### config.mk
export PLATFORM = sky130hd
export DESIGN_NAME = mult_sequencer
export DESIGN_NICKNAME = d
export VERILOG_FILES = /design/src/rtl/mult_sequencer.sv
export SDC_FILE = /design/constraint.sdc
export NUM_CORES = 1
export LEC_CHECK = 0
export CORE_MARGIN = 4
export CORE_UTILIZATION = 38
export DETAILED_ROUTE_END_ITERATION = 16
export PLACE_DENSITY_LB_ADDON = 0.15
export SLEW_MARGIN = 10
export SYNTH_ARGS = -nofsm -noshare
export SYNTH_HDL_FRONTEND = slang
export SYNTH_SLANG_ARGS = --single-unit
### constraint.sdc
create_clock -name clock -period 1.5 [get_ports clock]
set_input_delay 0.225 -clock clock [delete_from_list [all_inputs] [get_ports clock]]
set_output_delay 0.225 -clock clock [all_outputs]
set_load 0.02 [all_outputs]
### src/rtl/mult_sequencer.sv
// mult_sequencer: request/response controller for an 8-bit sign-magnitude
// shift-add multiplier. It accepts an operand pair and holds it on the
// multiplier inputs. It pulses the multiplier's load/clear phase, then lets
// it run until done or until the watchdog expires. The result is held until
// the consumer takes it.
//
// Ports
//   clock, reset                     rising-edge clock, async active-high reset
//   req_valid / req_ready            operand handshake (ready only in IDLE)
//   multiplier_in, multiplicand_in   sign-magnitude operands, bit7 = sign
//   mul_start                        1 = load/clear multiplier, 0 = run
//   mul_multiplier, mul_multiplicand registered operands to the multiplier
//   mul_done, mul_result             multiplier done flag and product magnitude
//   rsp_valid / rsp_ready            response handshake
//   rsp_result, rsp_negative         captured magnitude and sign
//   rsp_timeout                      response came from the watchdog (result 0)
//   busy                             high in every state except IDLE
module mult_sequencer #(
   parameter int unsigned LOAD_CYCLES    = 1,
   parameter int unsigned MAX_RUN_CYCLES = 8
) (
   input  logic        clock,
   input  logic        reset,
   input  logic        req_valid,
   output logic        req_ready,
   input  logic [7:0]  multiplier_in,
   input  logic [7:0]  multiplicand_in,
   output logic        mul_start,
   output logic [7:0]  mul_multiplier,
   output logic [7:0]  mul_multiplicand,
   input  logic        mul_done,
   input  logic [13:0] mul_result,
   output logic        rsp_valid,
   input  logic        rsp_ready,
   output logic [13:0] rsp_result,
   output logic        rsp_negative,
   output logic        rsp_timeout,
   output logic        busy
);

   localparam int unsigned OP_W       = 8;
   localparam int unsigned RES_W      = 14;
   localparam int unsigned LOAD_CNT_W = $clog2(LOAD_CYCLES + 1);
   localparam int unsigned RUN_CNT_W  = $clog2(MAX_RUN_CYCLES + 1);

   typedef enum logic [1:0] {
      IDLE = 2'd0,
      LOAD = 2'd1,
      RUN  = 2'd2,
      RESP = 2'd3
   } state_t;

   state_t                state, state_nxt;
   logic [LOAD_CNT_W-1:0] load_cnt, load_cnt_nxt;
   logic [RUN_CNT_W-1:0]  run_cnt, run_cnt_nxt;
   logic [OP_W-1:0]       op_a_nxt, op_b_nxt;
   logic [RES_W-1:0]      rsp_result_nxt;
   logic                  rsp_valid_nxt, rsp_negative_nxt, rsp_timeout_nxt;
   logic                  mul_start_nxt, req_ready_nxt, busy_nxt;

   // State and all outputs are registered; their next values come from the
   // combinational block below.
   always_ff @(posedge clock or posedge reset) begin
      if (reset) begin
         state            <= IDLE;
         load_cnt         <= '0;
         run_cnt          <= '0;
         mul_multiplier   <= '0;
         mul_multiplicand <= '0;
         mul_start        <= 1'b1;
         req_ready        <= 1'b1;
         busy             <= 1'b0;
         rsp_valid        <= 1'b0;
         rsp_result       <= '0;
         rsp_negative     <= 1'b0;
         rsp_timeout      <= 1'b0;
      end else begin
         state            <= state_nxt;
         load_cnt         <= load_cnt_nxt;
         run_cnt          <= run_cnt_nxt;
         mul_multiplier   <= op_a_nxt;
         mul_multiplicand <= op_b_nxt;
         mul_start        <= mul_start_nxt;
         req_ready        <= req_ready_nxt;
         busy             <= busy_nxt;
         rsp_valid        <= rsp_valid_nxt;
         rsp_result       <= rsp_result_nxt;
         rsp_negative     <= rsp_negative_nxt;
         rsp_timeout      <= rsp_timeout_nxt;
      end
   end

   // Next-state and next-output logic.
   always_comb begin
      state_nxt        = state;
      load_cnt_nxt     = load_cnt;
      run_cnt_nxt      = run_cnt;
      op_a_nxt         = mul_multiplier;
      op_b_nxt         = mul_multiplicand;
      rsp_valid_nxt    = rsp_valid;
      rsp_result_nxt   = rsp_result;
      rsp_negative_nxt = rsp_negative;
      rsp_timeout_nxt  = rsp_timeout;

      unique case (state)
         IDLE: begin
            if (req_valid) begin
               op_a_nxt     = multiplier_in;
               op_b_nxt     = multiplicand_in;
               load_cnt_nxt = '0;
               run_cnt_nxt  = '0;
               state_nxt    = LOAD;
            end
         end
         LOAD: begin
            // mul_done is meaningless while the multiplier is being cleared.
            load_cnt_nxt = load_cnt + LOAD_CNT_W'(1);
            if (load_cnt == LOAD_CNT_W'(LOAD_CYCLES - 1)) begin
               state_nxt = RUN;
            end
         end
         RUN: begin
            run_cnt_nxt = run_cnt + RUN_CNT_W'(1);
            // Done wins over the watchdog when both land in the same cycle.
            if (mul_done) begin
               rsp_result_nxt   = mul_result;
               rsp_negative_nxt = (mul_multiplier[OP_W-1] ^ mul_multiplicand[OP_W-1])
                                  & (mul_result != '0);
               rsp_timeout_nxt  = 1'b0;
               rsp_valid_nxt    = 1'b1;
               state_nxt        = RESP;
            end else if (run_cnt == RUN_CNT_W'(MAX_RUN_CYCLES - 1)) begin
               rsp_result_nxt   = '0;
               rsp_negative_nxt = 1'b0;
               rsp_timeout_nxt  = 1'b1;
               rsp_valid_nxt    = 1'b1;
               state_nxt        = RESP;
            end
         end
         RESP: begin
            if (rsp_ready) begin
               rsp_valid_nxt = 1'b0;
               state_nxt     = IDLE;
            end
         end
         default: state_nxt = IDLE;
      endcase

      // The multiplier is held in load/clear everywhere except RUN.
      mul_start_nxt = (state_nxt != RUN);
      req_ready_nxt = (state_nxt == IDLE);
      busy_nxt      = (state_nxt != IDLE);
   end

endmodule

==> out/qor.csv, run 1 <==
stage;metric;value;unit
clock_tree;Inserted Clock Buffers;5;
run;max_cap viols;0;
clock_tree;TritonCTS Sinks;43;
pwr;Clock power frac;14.3;%
floorplanning;Starting Density;39.6;%
min_path;worst min path class;input port to asynchronous set/reset pin;
sta;period utilization;97.9;%
critical_path;crit path from;mul_multiplier[0]$_DFFE_PP0P_;
pwr;Internal;3.39;mW
pwr;Worst VDD drop;0.954;mV
yosys;Primary FF master, synth;dfrtp_1;
yosys;Mapped Nets;195;
yosys;register area share after synthesis;61.7;%
pwr;Seq pwr share;36.9;%
critical_path;WP data arrival;1.24;ns
pwr;combinational power share;48.8;%
clock_tree;clk slew on worst S/H paths;0.07;ns
final_layout;Final Instance Area;0.00273;sq mm
sta;worst hold margin;0.279;ns
yosys;Post-synth ARST share;100;%
critical_path;critical path buffer and inverter count;1;
sta;fin crit period;1.47;ns
sta;Max Fclk;681;MHz
routing;DRT antenna net count;0;
placed_design;pre-CTS setup slack;-0.246;ns
final_layout;fill count;355;
pwr;switching power;2.08;mW
critical_path;critical path required time;1.27;ns
critical_path;crit path capture type;output port;
yosys;Post-synth EDFFs;0;
global_route;Tot GR Track Use;15.2;%
floorplanning;chip height;75.8;um
critical_path;critical path peak fanout;2;
critical_path;critical path class;flip-flop to output port;
global_route;largest net degree at the start of global routing;33;
floorplanning;core area;0.00441;sq mm
routing;Routed WL;4160;um
sta;clock skew;0.00610;ns
sta;fin. max-slew vios;0;
yosys;Netlist cell types;30;
sta;Slew HR;74.6;%
placed_design;Post-Place Cells;283;
yosys;Synth Instances;159;
final_layout;fin cells;294;
critical_path;CP startpoint kind;flip-flop;
pwr;Lkg Pwr;1.55;nW
sta;Final Hold Vio Count;0;
routing;Vias;1423;
routing;DRC;0;
yosys;#FFs+latches synth;43;
yosys;syn_area_per_cell;11.0;sq um
critical_path;worst path cell trace;clkdlybuf4s50_1;
critical_path;Crit path largest cell delay;0.61;ns
clock_tree;CTS tree;done;
placed_design;input/output buffers;70;
sta;endpoints failing setup;0;
final_layout;Area growth syn-to-layout;55.9;%
final_layout;footprint of the multi-input gates;612;sq um
clock_tree;CTS Root Cell;clkbuf_8;
floorplanning;DIE AREA;0.00575;sq mm
routing;DRT Pass-1 Iters;4;
sta;Worst Max-Slew Pin Slew;0.378;ns
clock_tree;H-tree levels;2;
floorplanning;io pins;71;
routing;routed length per instance;14.2;um
yosys;top cell type's share of synthesized area;58.7;%
final_layout;ANT cells;0;
floorplanning;Rows;24;
yosys;area leader, netlist;dfrtp_1;
yosys;Commonest cells post-synth;nand2_1 (58), dfrtp_1 (41), a22o_1 (15);
placed_design;DP HPWL;3080;um
clock_tree;Hold Buf Count CTS;0;
floorplanning;die width;75.8;um
pwr;Power Dens Cells;2010;mW/mm^2
placed_design;GP Congestion;0.723;
pwr;switching share of power;37.9;%
yosys;Synth warnings;0;
global_route;grt total ovfl;0;
final_layout;layout cells sized above 1;12.8;%
clock_tree;Clock Latency Late Sink;0.29;ns
yosys;Post-Syn Area;0.00175;sq mm
critical_path;top cell family by delay on the critical path;buffers and inverters;
sta;Setup WS post-layout;0.0317;ns
routing;drt first-iter violations;44;
status;outcome;finished, final reports clean;
critical_path;Crit-path slowest cell;clkdlybuf4s50_1;
critical_path;FF-to-FF Start;run_cnt[0]$_DFFE_PP0P_;
global_route;initial antenna violation count;0;
yosys;Synth area leaders;dfrtp_1 (59%), nand2_1 (12%), a22o_1 (7.5%);
routing;via/cell ratio;4.84;
final_layout;register area;0.00108;sq mm
global_route;global-route wire length before repair;6550;um
final_layout;final net count;277;
placed_design;Post-DP Area;0.00254;sq mm
global_route;vias in the first global route;1461;
clock_tree;Max clock buf depth;2;
yosys;count leader, synth;nand2_1;
## power groups by stage
stage | Sequential [mW] | Clock, mW | Combinational (mW)
after global placement | 2.03 | 0 | 2.69
after detailed placement | 2.05 | 0 | 2.75
after floorplan | 2.54 | 0 | 1.00
final | 2.02 | 0.781 | 2.67
after global routing | 2.08 | 0.848 | 2.89
after CTS | 2.03 | 0.819 | 2.68
## repair_timing
item	4_1_cts	5_1_grt
setup buffers	0	2
hold endpoints to repair	0	0
gates resized for setup	11	28
cloned	0	1
pin swaps	0	1
endpoints found under the setup margin	13	36
## cell usage in the layout (no fill, tap or decap), types with 2 or more instances in the layout
master / count
nand2_1: 58
nor4_1: 3
nand4_1: 2
a22o_1: 15
clkdlybuf4s50_1: 38
dlymetal6s2s_1: 22
mux2i_1: 2
dlygate4sd2_1: 10
nor2_1: 4
dfrtp_1: 41
o21ai_0: 2
nand3_1: 3
inv_1: 2
dfstp_2: 2
clkbuf_8: 7
buf_4: 10
buf_6: 2
## metrics by stage
step	util (%)	TNS [ns]	total power, mW
5_1_grt	61.8	-0.191	5.82
2_1_floorplan	-	0	3.54
6_report	61.8	0	5.47
3_3_place_gp	57.6	-3.03	4.72
3_5_place_dp	57.6	-3.74	4.79
4_1_cts	59.6	0	5.53
## sequential cells by signal, summed over array words and instances (netlist names)
register and flops:
rsp_result 14, mul_multiplicand 8, mul_multiplier 8, run_cnt 4
state 2, busy 1, load_cnt 1, mul_start 1
req_ready 1, rsp_negative 1, rsp_timeout 1, rsp_valid 1
## logic make-up (layout without fill, tap and decap cells)
kind of cell	Yosys count	in the layout	share of synthesized area (%)
DFF	43	43	61.7
adders and majority gates	1	1	0.715
AOI/OAI and AO/OA	24	24	11.1
xor gates and xnor gates	1	1	0.501
buffers and inverters	11	94	4.15
muxes	3	3	1.79
and+or+nand+nor	76	76	20.1
## final cells by class
cell class / count / area share [%]
Sequential cell: 43 / 39.5
Timing Repair Buffer: 83 / 31.6
Multi-Input combinational cell: 105 / 22.4
Clock buffer: 8 / 3.67
Tap cell: 52 / 2.39
Inverter: 3 / 0.413
## final timing paths
check / endpoint / slack [ns] / cells after the start
setup / recovery: mul_multiplier[0] / 0.03 / 1
hold / removal: mul_multiplicand[4]$_DFFE_PP0P_ / 0.28 / 3
setup reg to reg: rsp_result[0]$_DFFE_PP0P_ / 0.03 / 5
hold reg to reg: run_cnt[3]$_DFFE_PP0P_ / 0.48 / 1
max in group asynchronous: mul_start$_DFF_PP1_ / 0.98 / 3
min in group clock: mul_multiplicand[4]$_DFFE_PP0P_ / 0.46 / 3
## worst min-delay path: stages
cell	delay, ns
clkdlybuf4s50_1	0.41
clkinv_1	0.09
buf_4	0.19
## routing by layer
layer	wire, um	vias up	track usage [%]
li1	-	698	-
met1	1780	674	19.0
met2	2030	49	25.1
met3	341	2	5.54
met4	14	0	3.50
met5	0	-	0
Note: power is estimated with default switching activity, not from simulation.
==> inputs of run 2 (changes only) <==
--- a/config.mk
+++ b/config.mk
@@ -8,6 +8,7 @@
 export CORE_MARGIN = 4
 export CORE_UTILIZATION = 38
 export DETAILED_ROUTE_END_ITERATION = 16
+export MAX_ROUTING_LAYER = met4
 export PLACE_DENSITY_LB_ADDON = 0.15
 export SLEW_MARGIN = 10
 export SYNTH_ARGS = -nofsm -noshare
==> out/qor.csv, run 2 (synthesis gave the netlist of run 1 again) <==
stage;metric;value;unit
status;outcome;finished, final reports clean;
critical_path;worst path cell trace;clkdlybuf4s50_1;
sta;fin. max-slew vios;0;
clock_tree;H-tree levels;2;
critical_path;Worst Reg2Reg Path Length in Cells;5;
final_layout;ANT cells;0;
critical_path;top cell family by delay on the critical path;buffers and inverters;
routing;routed length per instance;14.2;um
routing;via/cell ratio;4.83;
placed_design;Post-DP Area;0.00254;sq mm
sta;fin crit period;1.47;ns
final_layout;commonest cells after routing, fill and taps aside;nand2_1 (58), dfrtp_1 (41), clkdlybuf4s50_1 (38), dlymetal6s2s_1 (22), a22o_1 (15);
critical_path;crit path capture type;output port;
sta;Max Fclk;680;MHz
clock_tree;clk slew on worst S/H paths;0.08;ns
sta;endpoints failing setup;0;
critical_path;critical path class;flip-flop to output port;
pwr;Internal;3.39;mW
floorplanning;Rows;24;
final_layout;layout cells sized above 1;12.8;%
floorplanning;Starting Density;39.6;%
pwr;total chip power;5.47;mW
critical_path;CP startpoint kind;flip-flop;
sta;Slew HR;74.6;%
global_route;Tot GR Track Use;15.7;%
critical_path;critical path buffer and inverter count;1;
clock_tree;CTS tree;done;
pwr;Lkg Pwr;1.55;nW
placed_design;GP Congestion;0.732;
min_path;worst min path class;input port to asynchronous set/reset pin;
clock_tree;Inserted Clock Buffers;5;
final_layout;most common cell after layout, fill and taps aside;nand2_1;
floorplanning;chip height;75.8;um
global_route;grt total ovfl;0;
sta;Worst Max-Slew Pin Slew;0.378;ns
routing;Vias;1420;
final_layout;Top reg by flops;rsp_result;
routing;DRT Pass-1 Iters;4;
pwr;Power Dens Cells;2010;mW/mm^2
routing;DRT antenna net count;0;
pwr;combinational power share;48.7;%
placed_design;DP HPWL;3080;um
critical_path;FF-to-FF Start;run_cnt[0]$_DFFE_PP0P_;
clock_tree;Clock Latency Late Sink;0.29;ns
final_layout;Largest register FFs;14;
pwr;Clock power frac;14.3;%
critical_path;reg2reg setup slack;0.03;ns
pwr;switching power;2.08;mW
run;max_cap viols;0;
global_route;initial antenna violation count;0;
critical_path;FF-to-FF End;rsp_result[0]$_DFFE_PP0P_;
final_layout;Final Instance Area;0.00273;sq mm
critical_path;critical path required time;1.27;ns
clock_tree;CTS Root Cell;clkbuf_8;
critical_path;WP data arrival;1.25;ns
placed_design;input/output buffers;70;
floorplanning;DIE AREA;0.00575;sq mm
floorplanning;die width;75.8;um
critical_path;critical path peak fanout;2;
sta;Final Hold Vio Count;0;
pwr;Seq pwr share;36.9;%
critical_path;Crit-path slowest cell;clkdlybuf4s50_1;
sta;period utilization;98.0;%
final_layout;Largest regs;rsp_result (14), mul_multiplicand (8), mul_multiplier (8);
pwr;switching share of power;38.0;%
final_layout;Area growth syn-to-layout;55.9;%
critical_path;Crit path largest cell delay;0.61;ns
clock_tree;TritonCTS Sinks;43;
clock_tree;Max clock buf depth;2;
sta;clock skew;0.00618;ns
global_route;vias in the first global route;1454;
routing;DRC;0;
routing;drt first-iter violations;42;
routing;Routed WL;4170;um
floorplanning;io pins;71;
pwr;Worst VDD drop;0.960;mV
global_route;largest net degree at the start of global routing;33;
final_layout;final net count;277;
floorplanning;core area;0.00441;sq mm
global_route;global-route wire length before repair;6580;um
## run 2: cell type report
cell class | count | area [sq um]
timing repair buffer | 83 | 861
inverter | 3 | 11.3
fill | 355 | 1690
tap | 52 | 65.1
sequential | 43 | 1080
clock buffer | 8 | 100
multi-input combinational | 105 | 612
## run 2: how the worst max path moves through the flow
stage / from / to / slack, ns / cells past startpoint
6_report: mul_multiplier[0]$_DFFE_PP0P_ / mul_multiplier[0] / 0.03 / 1
5_1_grt: run_cnt[0]$_DFFE_PP0P_ / rsp_result[4]$_DFFE_PP0P_ / -0.03 / 5
4_1_cts: mul_multiplier[3]$_DFFE_PP0P_ / mul_multiplier[3] / 0.002 / 1
3_5_place_dp: req_valid / run_cnt[0]$_DFFE_PP0P_ / -0.25 / 4
3_3_place_gp: req_valid / run_cnt[0]$_DFFE_PP0P_ / -0.18 / 4
2_1_floorplan: run_cnt[0]$_DFFE_PP0P_ / state[0]$_DFF_PP0_ / 0.03 / 5
## run 2: metrics by stage
step           worst slack [ns]  cells  hold slack (ns)  utilization [%]  TNS (ns)
3_3_place_gp             -0.182    283            0.461             57.6     -3.03
2_1_floorplan            0.0288    159            0.305                -         0
4_1_cts                 0.00178    291            0.283             59.6         0
5_1_grt                 -0.0285    294            0.300             61.8    -0.191
6_report                 0.0294    294            0.277             61.8         0
3_5_place_dp             -0.246    283            0.466             57.6     -3.74
## run 2: worst min-delay path, stage by stage
cell,delay [ns]
clkdlybuf4s50_1,0.41
clkinv_1,0.09
buf_4,0.19
## run 2: power groups by stage
stage / Combinational [mW] / Clock, mW / Sequential (mW)
4_1_cts: 2.68 / 0.819 / 2.03
3_3_place_gp: 2.69 / 0 / 2.03
5_1_grt: 2.89 / 0.850 / 2.08
3_5_place_dp: 2.75 / 0 / 2.05
2_1_floorplan: 1.00 / 0 / 2.54
6_report: 2.67 / 0.785 / 2.02
## run 2: layer usage
layer	wire [um]	vias up	track usage, %
met2	2010	47	25.2
met4	27	0	3.50
met3	333	4	5.28
met5	0	-	-
met1	1800	671	19.1
li1	-	698	-
## run 2: what timing repair did
item,in CTS,in global routing
pin swaps,0,1
endpoints found under the hold margin,0,0
cloned,0,1
hold buffers,0,0
endpoints found under the setup margin,13,36
gates resized for setup,11,28
buffers inserted,0,2
